===== src/rtl/cpu_mem_arbiter_pkg.sv =====
// Shared types for the CPU instruction/data memory arbiter.
package cpu_mem_arbiter_pkg;

  localparam int CNT_W = 32;

  typedef enum logic [2:0] {
    ST_IDLE = 3'b001,
    ST_REQ  = 3'b010,
    ST_RESP = 3'b100
  } arb_state_t;

  typedef enum logic {
    OWN_INST = 1'b0,
    OWN_DATA = 1'b1
  } owner_t;

endpackage


===== src/rtl/cpu_mem_arbiter_if.sv =====
// Bundle of the fetch, load/store and unified memory channels around the arbiter.
interface cpu_mem_arbiter_if #(
  parameter int ADDR_W = 32
);
  logic [ADDR_W-1:0] inst_addr;
  logic              inst_req_valid;
  logic              inst_req_ready;
  logic [31:0]       inst_rdata;
  logic              inst_rvalid;
  logic              inst_rready;

  logic [ADDR_W-1:0] data_addr;
  logic              data_wen;
  logic              data_ren;
  logic [31:0]       data_wdata;
  logic [3:0]        data_wstrb;
  logic              data_req_ready;
  logic [31:0]       data_rdata;
  logic              data_rvalid;
  logic              data_rready;

  logic [ADDR_W-1:0] mem_addr;
  logic              mem_req_valid;
  logic              mem_we;
  logic [31:0]       mem_wdata;
  logic [3:0]        mem_wstrb;
  logic              mem_req_ready;
  logic [31:0]       mem_rdata;
  logic              mem_rvalid;
  logic              mem_rready;

  // Arbiter side.
  modport slave (
    input  inst_addr, inst_req_valid, inst_rready,
    input  data_addr, data_wen, data_ren, data_wdata, data_wstrb, data_rready,
    input  mem_req_ready, mem_rdata, mem_rvalid,
    output inst_req_ready, inst_rdata, inst_rvalid,
    output data_req_ready, data_rdata, data_rvalid,
    output mem_addr, mem_req_valid, mem_we, mem_wdata, mem_wstrb, mem_rready
  );

  // CPU plus memory side.
  modport master (
    output inst_addr, inst_req_valid, inst_rready,
    output data_addr, data_wen, data_ren, data_wdata, data_wstrb, data_rready,
    output mem_req_ready, mem_rdata, mem_rvalid,
    input  inst_req_ready, inst_rdata, inst_rvalid,
    input  data_req_ready, data_rdata, data_rvalid,
    input  mem_addr, mem_req_valid, mem_we, mem_wdata, mem_wstrb, mem_rready
  );

endinterface


===== src/rtl/cpu_mem_arbiter_perf_cnt.sv =====
// Wrapping statistics counter with enable, exported to spare perf-counter slots.
module cpu_mem_arbiter_perf_cnt
  import cpu_mem_arbiter_pkg::*;
(
  input  logic             clk,
  input  logic             rst,
  input  logic             en,
  output logic [CNT_W-1:0] cnt
);

  always_ff @(posedge clk or posedge rst) begin
    if (rst) cnt <= '0;
    else if (en) cnt <= cnt + 1'b1;
  end

endmodule


===== src/rtl/cpu_mem_arbiter.sv =====
// Shares one memory port between instruction fetch and data load/store,
// one transaction outstanding, with grant/conflict statistics.
module cpu_mem_arbiter
  import cpu_mem_arbiter_pkg::*;
#(
  parameter bit ROUND_ROBIN = 1'b0,
  parameter int ADDR_W      = 32
) (
  input  logic             clk,
  input  logic             rst,
  cpu_mem_arbiter_if.slave bus,
  output logic [CNT_W-1:0] inst_grant_cnt,
  output logic [CNT_W-1:0] data_grant_cnt,
  output logic [CNT_W-1:0] conflict_cnt
);

  arb_state_t        state, state_next;
  owner_t            owner, owner_next;
  owner_t            rr_last, rr_last_next;
  logic              pend_i, pend_d;
  logic              accept;
  logic              rready_sel;
  logic [ADDR_W-1:0] addr_sel;

  assign pend_i = bus.inst_req_valid;
  assign pend_d = bus.data_wen | bus.data_ren;

  always_ff @(posedge clk or posedge rst) begin
    if (rst) begin
      state   <= ST_IDLE;
      owner   <= OWN_INST;
      rr_last <= OWN_INST;
    end else begin
      state   <= state_next;
      owner   <= owner_next;
      rr_last <= rr_last_next;
    end
  end

  always_comb begin
    state_next         = state;
    owner_next         = owner;
    rr_last_next       = rr_last;
    accept             = 1'b0;
    rready_sel         = 1'b0;
    addr_sel           = '0;
    bus.mem_req_valid  = 1'b0;
    bus.mem_we         = 1'b0;
    bus.mem_wdata      = '0;
    bus.mem_wstrb      = '0;
    bus.mem_rready     = 1'b0;
    bus.inst_req_ready = 1'b0;
    bus.inst_rdata     = '0;
    bus.inst_rvalid    = 1'b0;
    bus.data_req_ready = 1'b0;
    bus.data_rdata     = '0;
    bus.data_rvalid    = 1'b0;

    case (state)
      ST_IDLE: begin
        // Owner is latched here; the request goes out next cycle.
        if (pend_i | pend_d) begin
          state_next = ST_REQ;
          if (pend_i & pend_d)
            owner_next = (ROUND_ROBIN && rr_last == OWN_DATA) ? OWN_INST : OWN_DATA;
          else
            owner_next = pend_d ? OWN_DATA : OWN_INST;
        end
      end

      ST_REQ: begin
        bus.mem_req_valid = 1'b1;
        if (owner == OWN_DATA) begin
          addr_sel           = bus.data_addr;
          bus.mem_we         = bus.data_wen;
          bus.mem_wdata      = bus.data_wdata;
          bus.mem_wstrb      = bus.data_wstrb;
          bus.data_req_ready = bus.mem_req_ready;
        end else begin
          addr_sel           = bus.inst_addr;
          bus.inst_req_ready = bus.mem_req_ready;
        end
        if (bus.mem_req_ready) begin
          accept       = 1'b1;
          rr_last_next = owner;
          // Stores carry no response, so they skip RESP.
          state_next   = (owner == OWN_DATA && bus.data_wen) ? ST_IDLE : ST_RESP;
        end
      end

      ST_RESP: begin
        if (owner == OWN_DATA) begin
          rready_sel      = bus.data_rready;
          bus.data_rvalid = bus.mem_rvalid;
          bus.data_rdata  = bus.mem_rdata;
        end else begin
          rready_sel      = bus.inst_rready;
          bus.inst_rvalid = bus.mem_rvalid;
          bus.inst_rdata  = bus.mem_rdata;
        end
        bus.mem_rready = rready_sel;
        if (bus.mem_rvalid && rready_sel) state_next = ST_IDLE;
      end

      default: state_next = ST_IDLE;
    endcase
  end

  assign bus.mem_addr = addr_sel;

  cpu_mem_arbiter_perf_cnt u_inst_cnt (
    .clk (clk),
    .rst (rst),
    .en  (accept && owner == OWN_INST),
    .cnt (inst_grant_cnt)
  );

  cpu_mem_arbiter_perf_cnt u_data_cnt (
    .clk (clk),
    .rst (rst),
    .en  (accept && owner == OWN_DATA),
    .cnt (data_grant_cnt)
  );

  cpu_mem_arbiter_perf_cnt u_conflict_cnt (
    .clk (clk),
    .rst (rst),
    .en  (state == ST_IDLE && pend_i && pend_d),
    .cnt (conflict_cnt)
  );

endmodule


===== src/flat_wrapper.sv =====
// flat-port wrapper written by rule: the top's interface ports become plain ports
module cpu_mem_arbiter_flat import cpu_mem_arbiter_pkg::*;
#(
  parameter bit ROUND_ROBIN = 1'b0,
  parameter int ADDR_W      = 32
)
  (clk, rst, inst_grant_cnt, data_grant_cnt, conflict_cnt, bus_inst_addr, bus_inst_req_valid, bus_inst_rready, bus_data_addr, bus_data_wen, bus_data_ren, bus_data_wdata, bus_data_wstrb, bus_data_rready, bus_mem_req_ready, bus_mem_rdata, bus_mem_rvalid, bus_inst_req_ready, bus_inst_rdata, bus_inst_rvalid, bus_data_req_ready, bus_data_rdata, bus_data_rvalid, bus_mem_addr, bus_mem_req_valid, bus_mem_we, bus_mem_wdata, bus_mem_wstrb, bus_mem_rready);
  cpu_mem_arbiter_if #(.ADDR_W(ADDR_W)) bus_i ();
  input  logic clk;
  input  logic rst;
  output logic [CNT_W-1:0] inst_grant_cnt;
  output logic [CNT_W-1:0] data_grant_cnt;
  output logic [CNT_W-1:0] conflict_cnt;
  input wire logic [$bits(bus_i.inst_addr)-1:0] bus_inst_addr;
  input wire logic [$bits(bus_i.inst_req_valid)-1:0] bus_inst_req_valid;
  input wire logic [$bits(bus_i.inst_rready)-1:0] bus_inst_rready;
  input wire logic [$bits(bus_i.data_addr)-1:0] bus_data_addr;
  input wire logic [$bits(bus_i.data_wen)-1:0] bus_data_wen;
  input wire logic [$bits(bus_i.data_ren)-1:0] bus_data_ren;
  input wire logic [$bits(bus_i.data_wdata)-1:0] bus_data_wdata;
  input wire logic [$bits(bus_i.data_wstrb)-1:0] bus_data_wstrb;
  input wire logic [$bits(bus_i.data_rready)-1:0] bus_data_rready;
  input wire logic [$bits(bus_i.mem_req_ready)-1:0] bus_mem_req_ready;
  input wire logic [$bits(bus_i.mem_rdata)-1:0] bus_mem_rdata;
  input wire logic [$bits(bus_i.mem_rvalid)-1:0] bus_mem_rvalid;
  output wire logic [$bits(bus_i.inst_req_ready)-1:0] bus_inst_req_ready;
  output wire logic [$bits(bus_i.inst_rdata)-1:0] bus_inst_rdata;
  output wire logic [$bits(bus_i.inst_rvalid)-1:0] bus_inst_rvalid;
  output wire logic [$bits(bus_i.data_req_ready)-1:0] bus_data_req_ready;
  output wire logic [$bits(bus_i.data_rdata)-1:0] bus_data_rdata;
  output wire logic [$bits(bus_i.data_rvalid)-1:0] bus_data_rvalid;
  output wire logic [$bits(bus_i.mem_addr)-1:0] bus_mem_addr;
  output wire logic [$bits(bus_i.mem_req_valid)-1:0] bus_mem_req_valid;
  output wire logic [$bits(bus_i.mem_we)-1:0] bus_mem_we;
  output wire logic [$bits(bus_i.mem_wdata)-1:0] bus_mem_wdata;
  output wire logic [$bits(bus_i.mem_wstrb)-1:0] bus_mem_wstrb;
  output wire logic [$bits(bus_i.mem_rready)-1:0] bus_mem_rready;
  assign bus_i.inst_addr = bus_inst_addr;
  assign bus_i.inst_req_valid = bus_inst_req_valid;
  assign bus_i.inst_rready = bus_inst_rready;
  assign bus_i.data_addr = bus_data_addr;
  assign bus_i.data_wen = bus_data_wen;
  assign bus_i.data_ren = bus_data_ren;
  assign bus_i.data_wdata = bus_data_wdata;
  assign bus_i.data_wstrb = bus_data_wstrb;
  assign bus_i.data_rready = bus_data_rready;
  assign bus_i.mem_req_ready = bus_mem_req_ready;
  assign bus_i.mem_rdata = bus_mem_rdata;
  assign bus_i.mem_rvalid = bus_mem_rvalid;
  assign bus_inst_req_ready = bus_i.inst_req_ready;
  assign bus_inst_rdata = bus_i.inst_rdata;
  assign bus_inst_rvalid = bus_i.inst_rvalid;
  assign bus_data_req_ready = bus_i.data_req_ready;
  assign bus_data_rdata = bus_i.data_rdata;
  assign bus_data_rvalid = bus_i.data_rvalid;
  assign bus_mem_addr = bus_i.mem_addr;
  assign bus_mem_req_valid = bus_i.mem_req_valid;
  assign bus_mem_we = bus_i.mem_we;
  assign bus_mem_wdata = bus_i.mem_wdata;
  assign bus_mem_wstrb = bus_i.mem_wstrb;
  assign bus_mem_rready = bus_i.mem_rready;
  cpu_mem_arbiter #(.ROUND_ROBIN(ROUND_ROBIN), .ADDR_W(ADDR_W)) u_core (.clk(clk), .rst(rst), .bus(bus_i), .inst_grant_cnt(inst_grant_cnt), .data_grant_cnt(data_grant_cnt), .conflict_cnt(conflict_cnt));
endmodule

===== config.mk =====
export PLATFORM = sky130hd
export DESIGN_NAME = cpu_mem_arbiter_flat
export DESIGN_NICKNAME = d
export VERILOG_FILES = /design/src/rtl/cpu_mem_arbiter_pkg.sv /design/src/rtl/cpu_mem_arbiter_if.sv /design/src/rtl/cpu_mem_arbiter_perf_cnt.sv /design/src/rtl/cpu_mem_arbiter.sv /design/src/flat_wrapper.sv
export SDC_FILE = /design/constraint.sdc
export NUM_CORES = 1
export LEC_CHECK = 0
export CAP_MARGIN = 20
export CORE_AREA = 2 2 145 147
export DETAILED_ROUTE_END_ITERATION = 10
export DIE_AREA = 0 0 147 149
export GPL_TIMING_DRIVEN = 1
export PLACE_DENSITY_LB_ADDON = 0.25
export SLEW_MARGIN = 20
export SYNTH_ARGS = -nofsm -noshare
export SYNTH_HDL_FRONTEND = slang
export SYNTH_HIERARCHICAL = 1
export SYNTH_SLANG_ARGS = --single-unit

===== constraint.sdc =====
create_clock -name clk -period 5.48 [get_ports clk]
set_input_delay 0.822 -clock clk [delete_from_list [all_inputs] [get_ports clk]]
set_output_delay 0.822 -clock clk [all_outputs]
set_load 0.01 [all_outputs]

After elaboration in Yosys (flattened, before gate mapping):

Cells that the tools add are included.

* register bits after elaboration: 100
* bits of input ports: 141
* output and inout port bits: 235
* word-level logic and storage cells: 59

* $add $sub $neg: 3
* equal/unequal tests: 6
* mux-type cells: 33
* bitwise operators: 4
* reductions and logical operators: 8

Operators by type and width (number)
* $mux W32: 8
* $add A32 B1 Y32 const B: 3
* $mux W1: 18
* $mux W3: 4
* $pmux W3 S3: 1
* $mux W4: 2
* $logic_and A1 B1 Y1: 6
* $ne A2 B1 Y1 const B: 2
* $eq A3 B1 Y1 const B: 1
* $eq A3 B2 Y1 const B: 1
* $eq A3 B3 Y1 const B: 1
* $reduce_and A3 Y1: 1
* $ne A2 B2 Y1 const B: 1
* $or A1 B1 Y1: 2
* $reduce_and A2 Y1: 1
* $and A1 B1 Y1: 1
* $not A1 Y1: 1

Depth between registers and ports, before layout:

* depth in word-level cells: 5
* gate-level depth with buffers: 9
* gate-level depth less buffers: 7

Modules after synthesis:

The synthesis kept the hierarchy.

Modules (own cells, without submodules)
* cpu_mem_arbiter_perf_cnt: times used 3, cells each 126, area an instance 1510.2 sq um, seq. area each 800.8 sq um
* cpu_mem_arbiter: times used 1, cells each 225, area an instance 1577.8 sq um, seq. area each 101.3 sq um

Worst setup path before layout:

No wires, ideal clock.

* path kind: register -> register
* from: reg u_core.state[0]
* to: reg u_core.u_conflict_cnt.cnt[25]
* library setup time: 0.079 ns
* arrival: 2.241 ns
* required time: 5.401 ns
* slack: 3.160 ns
* stages on the path, launching flop included: 8
* buffers on the path: 0
* period minus slack after synthesis: 2.320 ns
* path through: dfstp_2 -> or3b_2 -> nor2_1 -> and2_1 -> and4_2 -> nand3_4 -> nor4_1 -> xor2_1

* longest elaborated chain between the ends: 3

Ends and longest elaborated chain
* start, declared: RTL line cpu_mem_arbiter.sv:17 `arb_state_t state, state_next;`
* start signal, assigned: RTL line cpu_mem_arbiter.sv:34 `state <= state_next;`
* $eq A3 B1 Y1: RTL line cpu_mem_arbiter.sv:128 `.en (state == ST_IDLE && pend_i && pend_d),`
* $logic_and A1 B1 Y1 (2 in series): RTL line cpu_mem_arbiter.sv:128
* end signal, assigned: RTL line cpu_mem_arbiter_perf_cnt.sv:13 `else if (en) cnt <= cnt + 1'b1;`
* end, declared: RTL line cpu_mem_arbiter_perf_cnt.sv:8 `output logic [CNT_W-1:0] cnt`

No other way between the ends.
A chain may end at the register's enable or synchronous reset.

Final worst setup path:

* from: reg u_core.state[1]
* to: out bus_inst_rdata[30]

* longest elaborated chain between the ends: 2

Ends and longest elaborated chain
* $eq A3 B3 Y1: RTL line cpu_mem_arbiter.sv:59 `case (state)`
* $mux W32: RTL line cpu_mem_arbiter.sv:59
* end, declared: RTL line flat_wrapper.sv:27 `output wire logic [$bits(bus_i.inst_rdata)-1:0] bus_inst_rdata;`

No other way between the ends.

==> summary.md <==
| Metric | Value |
|---|---|
| DRC viols | 0 |
| Hpwl dp | 19,300 µm |
| TNS Setup | 0 ns |
| Initial core utilization | 29.7% |
| Postcts setup bufs | 0 |
| Commonest cells in the netlist | dfrtp_1, and2_1, xor2_1 |
| CP Data Required Time | 4.66 ns |
| Worst reg2reg path endpoint | u_core/u_data_cnt/cnt[25] |
| Critical Path Sink | bus_inst_rdata[30] |
| Yosys warnings | 6 |
| Rel. slew slack | 47.6% |
| Largest net degree at the start of global routing | 70 |
| Sequential share of the synthesized area | 41.0% |
| DR pass1 iterations | 4 |
| Top-count cell post-synth | dfrtp_1 |
| Final setup fails | 0 |
| Fill cell count | 1,918 |
| Yosys cell types | 41 |
| Worst slew pin tran | 0.786 ns |
| Fin. Hold Viols | 0 |
| Fmax | 292 MHz |
| Post-Synthesis Net Count | 747 |
| CTS resizes | 0 |
| Placer congestion estimate | 0.860 |
| IO Pins | 376 |
| Reg clk slew, reported paths | 0.08 ns |
| Global route total overflow | 0 |
| Synthesized netlist cell count | 603 |
| Post-synth EDFFs | 0 |
| Data arrival, critical path | 2.60 ns |
| Async set or reset register ratio after synthesis | 100% |
| Vias in the first global route | 5,704 |
| Largest area contributor in the netlist | dfrtp_1 |
| Area delta synth->final | 68.6% |
| CTS tree | done |
| Peak supply drop | 0.159 mV |
| Nets | 1,109 |
| Seq cells post-synth | 100 |
| Ys flop type | dfrtp_1 |
| Max FO, Critical Path | 33 |
| Tcrit/Tclk final | 62.4% |
| Worst r2r src | u_core/state[1] |
| Htree depth | 3 |
| Synth area leaders | dfrtp_1, xor2_1, and2_1 |
| All-Layer GR Usage | 20.9% |
| Slew Viols, Final | 0 |
| FP Rows | 53 |
| DR WL/cell | 18.8 µm |
| Status | completed |
| First-pass GRT wire length | 34,800 µm |
| Worst hold start | u_core/u_inst_cnt/cnt[31] |
| Syn Area/Cell | 10.1 µm² |
| Period minus WS final | 3.42 ns |
| HP Class | reg -> reg |
| R2R Setup Slk | 2.68 ns |
| Worst Skew | 0.00905 ns |
| Crit end category | output pin |
| Cts-stage hold buffer count | 0 |
| Crit path from | u_core/state[1] |
| CTS Buf Count | 9 |
| Via count | 5,718 |
| Vias/cell | 4.59 |
| Port bufs | 375 |
| Area share of the largest cell type after synthesis | 40.6% |
| CTS root buffer | clkbuf_16 |
| LEAKAGE | 0.00464 µW |
| CTS max path bufs | 2 |
| Die ar. | 0.0219 mm² |
| Die Ht | 149 µm |
| Antenna violations before repair | 0 |
| Final wirelength | 23,400 µm |
| PwrDens | 239 mW/mm² |
| Core area | 0.0206 mm² |
| CTS sink count | 100 |
| Unrepaired setup endpoints after global routing | no |
| Max-capacitance violation count | 0 |
| Critical Path Start Type | flip-flop |
| Diode count | 0 |
| Later-pin clock latency in the skew report | 0.35 ns |
| Final core utilization | 50.1% |
| DRT iter0 DRCs | 258 |
| Share of cells above drive strength 1 | 6.29% |
| Reg2Reg Depth | 8 |
| Die W | 147 µm |
| Final ANT Viol Nets | 0 |
| Synthesized area | 0.00611 mm² |
| CP Class | reg -> out |
## cell families after synthesis
family / share of synthesized area [%]
xor+xnor: 13.3
fa+ha+maj: 0.615
flops: 41.0
mux: 5.98
compound gates: 0.512
simple gates: 33.9
buf+inv: 4.63
## worst min path at each step
stage                                            to  slack [ns]  cells past startpoint
after floorplan                     u_core/state[1]        0.45                      1
after global placement    u_core/u_inst_cnt/cnt[31]        0.46                      1
after detailed placement  u_core/u_inst_cnt/cnt[31]        0.46                      1
after CTS                 u_core/u_inst_cnt/cnt[31]        0.47                      1
after global routing      u_core/u_data_cnt/cnt[31]        0.50                      1
final                     u_core/u_inst_cnt/cnt[31]        0.47                      1
## final cells by class
class,instances,area [µm²],area share (%)
Clock buffer,9,225,2.19
Multi-Input combinational cell,462,3320,32.3
Sequential cell,100,2500,24.3
Tap cell,275,344,3.34
Inverter,12,50.0,0.486
Timing Repair Buffer,380,3790,36.8
Clock inverter,7,60.1,0.583
## layer usage
layer / global-route usage, % / part of all wire [%] / up-vias
met5: 0 / 0 / -
met4: 6.63 / 2.5 / 0
met3: 4.43 / 5.9 / 24
met2: 36.0 / 50 / 204
met1: 26.4 / 42 / 2706
li1: - / - / 2784
## stage by stage
step	setup slack (ns)	hold WS, ns	std cells	cell area, µm²	power, µW
floorplan	3.16	0.455	603	6110	1360
CTS	2.01	0.474	1245	10300	2500
global placement	2.39	0.458	1229	10000	1870
detailed placement	2.37	0.464	1229	10000	1870
global route	1.90	0.504	1245	10300	2600
finish	2.06	0.474	1245	10300	2460
## power by group
group / switching, µW / leakage [µW] / internal [µW] / total [µW]
sequential: 72.5 / 0.00134 / 792 / 864
combinational: 465 / 0.00317 / 517 / 982
clock: 302 / 0.000135 / 316 / 617
## registers in the layout, indices dropped and copies added, names as in the netlist
| signal | flops |
|---|---|
| u_core/u_conflict_cnt/cnt | 32 |
| u_core/u_data_cnt/cnt | 32 |
| u_core/u_inst_cnt/cnt | 32 |
| u_core/state | 3 |
| u_core/owner | 1 |
## placed cells by master, fill, tap and decap left out, types with 2 or more instances in the layout
| master | Yosys | routed |
|---|---|---|
| nor4_1 | 9 | 9 |
| clkbuf_16 | 0 | 9 |
| nand4_1 | 12 | 12 |
| xnor2_1 | 39 | 39 |
| nand3_4 | 3 | 3 |
| nor2_1 | 48 | 48 |
| nand3_1 | 25 | 25 |
| nand2_1 | 34 | 34 |
| inv_1 | 11 | 11 |
| nor3_1 | 20 | 20 |
| nand4_4 | 3 | 3 |
| and3_1 | 53 | 53 |
| xor2_1 | 54 | 54 |
| or3b_2 | 3 | 3 |
| dfrtp_1 | 99 | 98 |
| and4_1 | 9 | 9 |
| nor4b_2 | 3 | 3 |
| and4_2 | 3 | 3 |
| nand2b_1 | 3 | 3 |
| nor4_4 | 6 | 6 |
| clkinv_4 | 1 | 3 |
| ha_1 | 3 | 3 |
| nand3_2 | 3 | 3 |
| clkinvlp_4 | 0 | 2 |
| mux2_2 | 4 | 4 |
| buf_4 | 2 | 5 |
| clkdlybuf4s50_1 | 0 | 375 |
| inv_8 | 0 | 2 |
| mux2i_1 | 32 | 32 |
| nor2_4 | 2 | 2 |
| and4_4 | 6 | 6 |
| a21oi_1 | 2 | 2 |
| and2_1 | 73 | 73 |
| nor3b_1 | 3 | 3 |
## critical path, stage by stage (launching register included)
cell and delay (ns):
dfrtp_1 0.44, or3b_4 0.45, nor2_4 0.50, and2_1 0.22
clkdlybuf4s50_1 0.64
Note: power is estimated with default switching activity, not from simulation.
==> RTL change, RTL diff (config.mk and constraints unchanged) <==
Set the package constant `CNT_W` to 16 (it was 32).
--- a/src/rtl/cpu_mem_arbiter_pkg.sv
+++ b/src/rtl/cpu_mem_arbiter_pkg.sv
@@ -1,7 +1,7 @@
 // Shared types for the CPU instruction/data memory arbiter.
 package cpu_mem_arbiter_pkg;
 
-  localparam int CNT_W = 32;
+  localparam int CNT_W = 16;
 
   typedef enum logic [2:0] {
     ST_IDLE = 3'b001,
Ports: changed (resized conflict_cnt, data_grant_cnt and inst_grant_cnt); port bits go from 376 to 328. No check against the original RTL was run, so the function may have changed too.
==> RTL change against the unedited design <==
  * Final area shrank 29%
  * Total power down 28%
  * Sequential power fell by 36%
  * Worst hold slack improved by 0.0048 ns
  * Routed wire length shrank 31%
  * Worst setup slack got worse by 0.082 ns
  * Synthesized area fell by 39%
  * Register-to-register slack improved by 0.06 ns
  * Sequential cell count shrank 48
==> RTL change: results (changes against the unedited design) <==
.. list-table::
   :header-rows: 1

   * - Metric
     - Value
   * - Non-clk buf share
     - 45.00% (was 36.82%)
   * - Fraction of layout cells with a size suffix above 1
     - 4.372% (was 6.289%)
   * - Outcome
     - completed (unchanged)
   * - Avg Cell Area, Syn
     - 9.368 um2 (was 10.13 um2)
   * - Net Switching
     - 0.6585 mW (was 0.8391 mW)
   * - Pre-CTS setup slack
     - 2.272 ns (was 2.372 ns)
   * - Number of flip-flops and latches in the synthesized netlist
     - 52 (was 100)
   * - Crit path largest cell delay
     - 0.76 ns (was 0.64 ns)
   * - Number of antenna repair diodes
     - 4 (was 0)
   * - Multi-input gate area
     - 0.002185 mm2 (was 0.003322 mm2)
   * - CTS H-tree lvls
     - 2 (was 3)
   * - Complex-gate fraction of the synthesized area
     - 0.8432% (was 0.5121%)
   * - Cells after DPL
     - 977 (was 1229)
   * - Met3 layer wire length in the routed design
     - 1314 um (was 1386 um)
   * - Buffers, non-clock
     - 329 (was 380)
   * - Via count of the routed design
     - 3915 (was 5718)
   * - Leakage
     - 3.125 nW (was 4.645 nW)
   * - Multi-input comb cells
     - 312 (was 462)
   * - Comb pwr
     - 0.922 mW (was 0.982 mW)
   * - Met3 track demand over resource in global routing
     - 4.404% (was 4.434%)
   * - Origin of the worst min-delay path
     - u_core/u_inst_cnt/cnt[15] (was u_core/u_inst_cnt/cnt[31])
   * - Arithmetic-cell share of the synthesized area counting full adders, half adders and majority gates
     - 1.012% (was 0.6145%)
   * - Max VDD drop
     - 0.1578 mV (was 0.1590 mV)
   * - Total routed wirelength
     - 16150 um (was 23390 um)
   * - M1 GR Usage
     - 17.12% (was 26.43%)
   * - Clock distribution power
     - 0.301 mW (was 0.617 mW)
   * - Registers with the most flip-flops
     - u_core/u_conflict_cnt/cnt: 16 flops, u_core/u_data_cnt/cnt: 16 flops, u_core/u_inst_cnt/cnt: 16 flops (was u_core/u_conflict_cnt/cnt: 32 flops, u_core/u_data_cnt/cnt: 32 flops, u_core/u_inst_cnt/cnt: 32 flops)
   * - Number of global-route vias before repair
     - 3731 (was 5704)
   * - Port Buffers
     - 327 (was 375)
   * - Inverter count of the layout excluding clock inverters
     - 9 (was 12)
   * - R2R Setup Slk
     - 2.74 ns (was 2.68 ns)
   * - Number of clock buffers in the layout
     - 5 (was 9)
   * - Global-route wire length before repair
     - 23720 um (was 34800 um)
   * - Final worst clock skew
     - 0.005369 ns (was 0.009053 ns)
   * - Detailed-routing wirelength on met1
     - 6784 um (was 9794 um)
   * - Cell at the slowest stage of the critical path
     - sky130_fd_sc_hd__dfrtp_2 (was sky130_fd_sc_hd__clkdlybuf4s50_1)
   * - Routed length per placed instance
     - 16.34 um (was 18.79 um)
   * - Capture endpoint of the worst hold path
     - u_core/u_inst_cnt/cnt[15] (was u_core/u_inst_cnt/cnt[31])
   * - Number of fill cells
     - 2113 (was 1918)
   * - Number of nets in the finished design
     - 853 (was 1109)
RTL change: cell count changes in the layout (fill, tap and decap cells not counted), sizes merged, moves of 5 or more:
cell | unedited run | this run
inv | 13 | 8
nand2 | 34 | 16
nand3 | 31 | 16
nor4 | 15 | 3
and4 | 18 | 3
clkdlybuf4s50 | 375 | 327
xor2 | 54 | 15
xnor2 | 39 | 30
dfrtp | 99 | 51
nor3 | 20 | 5
and2 | 73 | 67
and3 | 53 | 44
RTL change: worst max-delay path by stage:
stage,from,end,slack [ns],depth (start not counted)
2_1_floorplan,u_core/state[0],u_core/u_conflict_cnt/cnt[13],3.26,7
3_3_place_gp,u_core/owner,bus_mem_rready,2.27,4
3_5_place_dp,u_core/owner,bus_mem_rready,2.27,4
4_1_cts,u_core/owner,bus_mem_rready,1.95,4
5_1_grt,u_core/owner,bus_mem_rready,1.85,4
6_report,u_core/owner,bus_mem_rready,1.98,4
